`src/rtl/fsm_1100_pkg.sv`:
```
// Shared types and constants for the serial 1100 pattern detector.
package fsm_1100_pkg;

  // Each state records the longest prefix of 1100 seen so far.
  typedef enum logic [1:0] {
    S0 = 2'b00,
    S1 = 2'b01,
    S2 = 2'b10,
    S3 = 2'b11
  } state_t;

  localparam logic [3:0] PATTERN = 4'b1100;

endpackage

```
`src/rtl/fsm_1100_detector.sv`:
```
// Moore-style serial detector: one-cycle registered pulse after 1-1-0-0 is sampled.
// state_dbg_o exposes the current state for observation and checkers.
module fsm_1100_detector
  import fsm_1100_pkg::*;
(
  input  logic       clk,
  input  logic       rst,
  input  logic       bit_in,
  output logic       pattern_detected,
  output logic [1:0] state_dbg_o
);

  state_t state_q, state_d;
  logic   match_d;

  // Any input pattern not listed (including X/Z on bit_in) lands in S0 with no match.
  always_comb begin
    state_d = S0;
    match_d = 1'b0;
    case ({state_q, bit_in})
      {S0, 1'b0}: state_d = S0;
      {S0, 1'b1}: state_d = S1;
      {S1, 1'b0}: state_d = S0;
      {S1, 1'b1}: state_d = S2;
      {S2, 1'b0}: state_d = S3;
      {S2, 1'b1}: state_d = S2;
      {S3, 1'b0}: begin
        state_d = S0;
        match_d = 1'b1;
      end
      {S3, 1'b1}: state_d = S1;
      default:    state_d = S0;
    endcase
  end

  always_ff @(posedge clk) begin
    if (rst) begin
      state_q          <= S0;
      pattern_detected <= 1'b0;
    end else begin
      state_q          <= state_d;
      pattern_detected <= match_d;
    end
  end

  assign state_dbg_o = state_q;

  a_rst_clears: assert property (@(posedge clk)
    rst |=> (state_q == S0 && !pattern_detected));

  a_s0_0: assert property (@(posedge clk) (!rst && state_q == S0 && !bit_in) |=> state_q == S0);
  a_s0_1: assert property (@(posedge clk) (!rst && state_q == S0 &&  bit_in) |=> state_q == S1);
  a_s1_0: assert property (@(posedge clk) (!rst && state_q == S1 && !bit_in) |=> state_q == S0);
  a_s1_1: assert property (@(posedge clk) (!rst && state_q == S1 &&  bit_in) |=> state_q == S2);
  a_s2_0: assert property (@(posedge clk) (!rst && state_q == S2 && !bit_in) |=> state_q == S3);
  a_s2_1: assert property (@(posedge clk) (!rst && state_q == S2 &&  bit_in) |=> state_q == S2);
  a_s3_0: assert property (@(posedge clk) (!rst && state_q == S3 && !bit_in) |=> state_q == S0);
  a_s3_1: assert property (@(posedge clk) (!rst && state_q == S3 &&  bit_in) |=> state_q == S1);

  a_pulse: assert property (@(posedge clk)
    !rst |=> pattern_detected == $past(state_q == S3 && !bit_in));

endmodule

```
`config.mk`:
```
export PLATFORM = sky130hd
export DESIGN_NAME = fsm_1100_detector
export DESIGN_NICKNAME = d
export VERILOG_FILES = /design/src/rtl/fsm_1100_pkg.sv /design/src/rtl/fsm_1100_detector.sv
export SDC_FILE = /design/constraint.sdc
export NUM_CORES = 1
export LEC_CHECK = 0
export CAP_MARGIN = 20
export CELL_PAD_IN_SITES_DETAIL_PLACEMENT = 0
export CELL_PAD_IN_SITES_GLOBAL_PLACEMENT = 1
export CORE_AREA = 2 2 39 41
export DETAILED_ROUTE_END_ITERATION = 10
export DIE_AREA = 0 0 41 43
export DONT_BUFFER_PORTS = 1
export GPL_TIMING_DRIVEN = 1
export MAX_ROUTING_LAYER = met4
export PLACE_DENSITY = 0.34
export SLEW_MARGIN = 20
export SYNTH_ARGS = -nofsm -noshare
export SYNTH_HDL_FRONTEND = slang
export SYNTH_SLANG_ARGS = --single-unit
```
`constraint.sdc`:
```
create_clock -name clk -period 1 [get_ports clk]
set_clock_uncertainty 0.2 [all_clocks]
set_input_delay 0.2 -clock clk [delete_from_list [all_inputs] [get_ports clk]]
set_output_delay 0.2 -clock clk [all_outputs]
set_load 0.02 [all_outputs]
```
==> flow_metrics.tcl <==
set metrics [dict create \
    ys_seq_elements 3 \
    ant_nets 0 \
    status "finished with violations" \
    path_class "flop to primary output" \
    seq_area_frac_synth_pct 50.0 \
    drc_errors 0 \
    htreeDepth 1 \
    nets 21 \
    postCtsSetupBuffers 0 \
    synth_nets 14 \
    worst-path-stages 1 \
    hold_viol_final 3 \
    worstMarginPinSlew_ps 244 \
    grt_overflow 0 \
    port_buffers 0 \
    crit_arrival_ps 710 \
    hold_path_class "input pin to flop" \
    r2r_cells 2 \
    antenna_found_initial 0 \
    p_int_w 0.000294 \
    clockBufferDepth 2 \
    gp_congestion 0.541 \
    crit_fanout 6 \
    grt_pass1_vias 117 \
    clk_pin_slew_ps 40 \
    cts_root_buf "clkbuf_4" \
    synth_top_area_share_pct 50.0 \
    path_buf_inv 1 \
    chipWidth_um 41 \
    core_area_um2 1380 \
    synthToLayoutAreaGrowth_pct 66.7 \
    via_per_inst 3.42 \
    syn_area_per_cell_um2 10.9 \
    cp_slowest_stage_delay_ps 350 \
    setup_viol 3 \
    crit_path_end_kind "primary output" \
    startpoint_type "flop" \
    leakage_nw 0.0675 \
    fin_hold_ws_ps -169 \
    synth_area_um2 120 \
    cts_buffers 3 \
    period_share_pct 111 \
    fmax_ghz 0.903 \
    die_h_um 43 \
    power.share.clock_pct 56.0 \
    worst_slack_ps -107 \
    dieArea_um2 1760 \
    p_seq_share_pct 34.3 \
    crit_chain "buf_6" \
    dr.pass1.iters 2 \
    rsz0062_at_grt "yes" \
    report.final.slew_viol_count 0 \
    required_ps 600 \
    numClockSinks 3 \
    grt_first_pass_wirelength_um 503 \
    drive_gt1_share_pct 47.1 \
    power_switching_w 0.0000831 \
    violations "hold timing, setup timing" \
    yosysWarnings 0 \
    io_pins 6 \
    grt_use_total_pct 5.03 \
    synth_top_area_cell "dfxtp_1" \
    dp_slack_ps -29.2 \
    start_util_pct 8.68 \
    min_path_cells 1 \
    drt_iter0_drc 2 \
    diodes 0 \
    syn_inst 11 \
    pwr-share-comb_pct 9.6 \
    num_vias 113 \
    rows 14 \
    slew_headroom_pct 83.5 \
    crit_family "flip-flops" \
    cpMaxStageDelayCell "dfxtp_4" \
    drt-total-wl_um 293 \
    fin_crit_ps 1110 \
    maxCapViolations 0 \
    synth.distinct_cells 9 \
    insertion_delay_ps 230 \
    cellPowerDensity_nw_per_um2 1880 \
    worst_ir_drop_vdd_v 0.000328 \
    route.detailed.wl_per_inst_um 8.88 \
    tritoncts "built" \
    grt_max_degree 7 \
    swShare_pct 22.1 \
    yosys-top-cells-area "dfxtp_1 (50%), nor4bb_1 (8.3%), a31o_1 (7.3%), nor4b_1 (7.3%), nand3b_1 (6.3%)" \
]
==> flip-flops by register name (all words and copies together) (netlist names) <==
name / cells
state_dbg_o: 2
pattern_detected: 1
==> layout by cell type, fill, tap and decap left out <==
cell	instances
a21oi_1	1
a31o_1	1
buf_6	2
clkbuf_1	1
clkbuf_4	3
dfxtp_4	3
nand2b_1	1
nand3b_1	1
nor2b_1	1
nor4b_1	1
nor4bb_1	1
or2b_1	1
==> layer usage <==
layer / global-route usage (%) / vias up / routed length, µm
met4: 4.00 / 0 / 0
met5: - / - / 0
met2: 3.44 / 8 / 90
met1: 5.75 / 50 / 140
li1: - / 55 / -
met3: 7.33 / 0 / 62
==> what timing repair did <==
item	CTS	global route
pin swaps	0	1
endpoints found under the setup margin	4	6
hold endpoints to repair	3	3
gates resized for setup	5	0
==> synth_stat cells <==
library cell / number
dfxtp_1: 3
a21oi_1: 1
a31o_1: 1
nand2b_1: 1
nand3b_1: 1
nor2b_1: 1
nor4b_1: 1
nor4bb_1: 1
or2b_1: 1
==> logic make-up (layout without fill, tap and decap cells) <==
kind of cell           count (synthesis)  in the layout  share of synthesized area (%)
and+or+nand+nor                        6              6                           38.6
DFF                                    3              3                           50.0
AOI/OAI and AO/OA                      2              2                           11.5
buffers and inverters                  0              6                              0
==> final timing paths <==
| check | endpoint | slack (ps) | start |
|---|---|---|---|
| worst max-delay path | state_dbg_o[1] | -110 | state_dbg_o[1] |
| worst min-delay path | state_dbg_o[1] | -170 | rst |
| worst max register to register | state_dbg_o[0] | -40 | state_dbg_o[1] |
| worst min register to register | pattern_detected | 330 | state_dbg_o[1] |
==> per-stage QoR <==
| step | area (µm²) | TNS, ps | cells | total power (W) | utilization [%] |
|---|---|---|---|---|---|
| after global placement | 160 | -23.7 | 29 | 0.000167 | 11.6 |
| after global routing | 200 | -420 | 33 | 0.000407 | 14.5 |
| after floorplan | 125 | -68.5 | 11 | 0.000156 | - |
| after detailed placement | 160 | -29.2 | 29 | 0.000167 | 11.6 |
| final | 200 | -247 | 33 | 0.000377 | 14.5 |
| after CTS | 200 | -284 | 33 | 0.000389 | 14.5 |
==> power by group through the flow <==
stage	clock, W	combinational (W)	sequential, W
6_report	0.000211	0.0000363	0.000129
5_1_grt	0.000236	0.0000395	0.000131
4_1_cts	0.000223	0.0000365	0.000130
3_5_place_dp	0	0.0000329	0.000134
3_3_place_gp	0	0.0000333	0.000134
2_1_floorplan	0	0.0000142	0.000142
==> cell type report <==
| cell class | count | area [µm²] |
|---|---|---|
| clock buffer | 4 | 26.3 |
| fill | 155 | 1180 |
| multi-input combinational | 8 | 60.1 |
| sequential | 3 | 71.3 |
| tap | 16 | 20.0 |
| timing repair buffer | 2 | 22.5 |
Note: power is estimated with default switching activity, not from simulation.
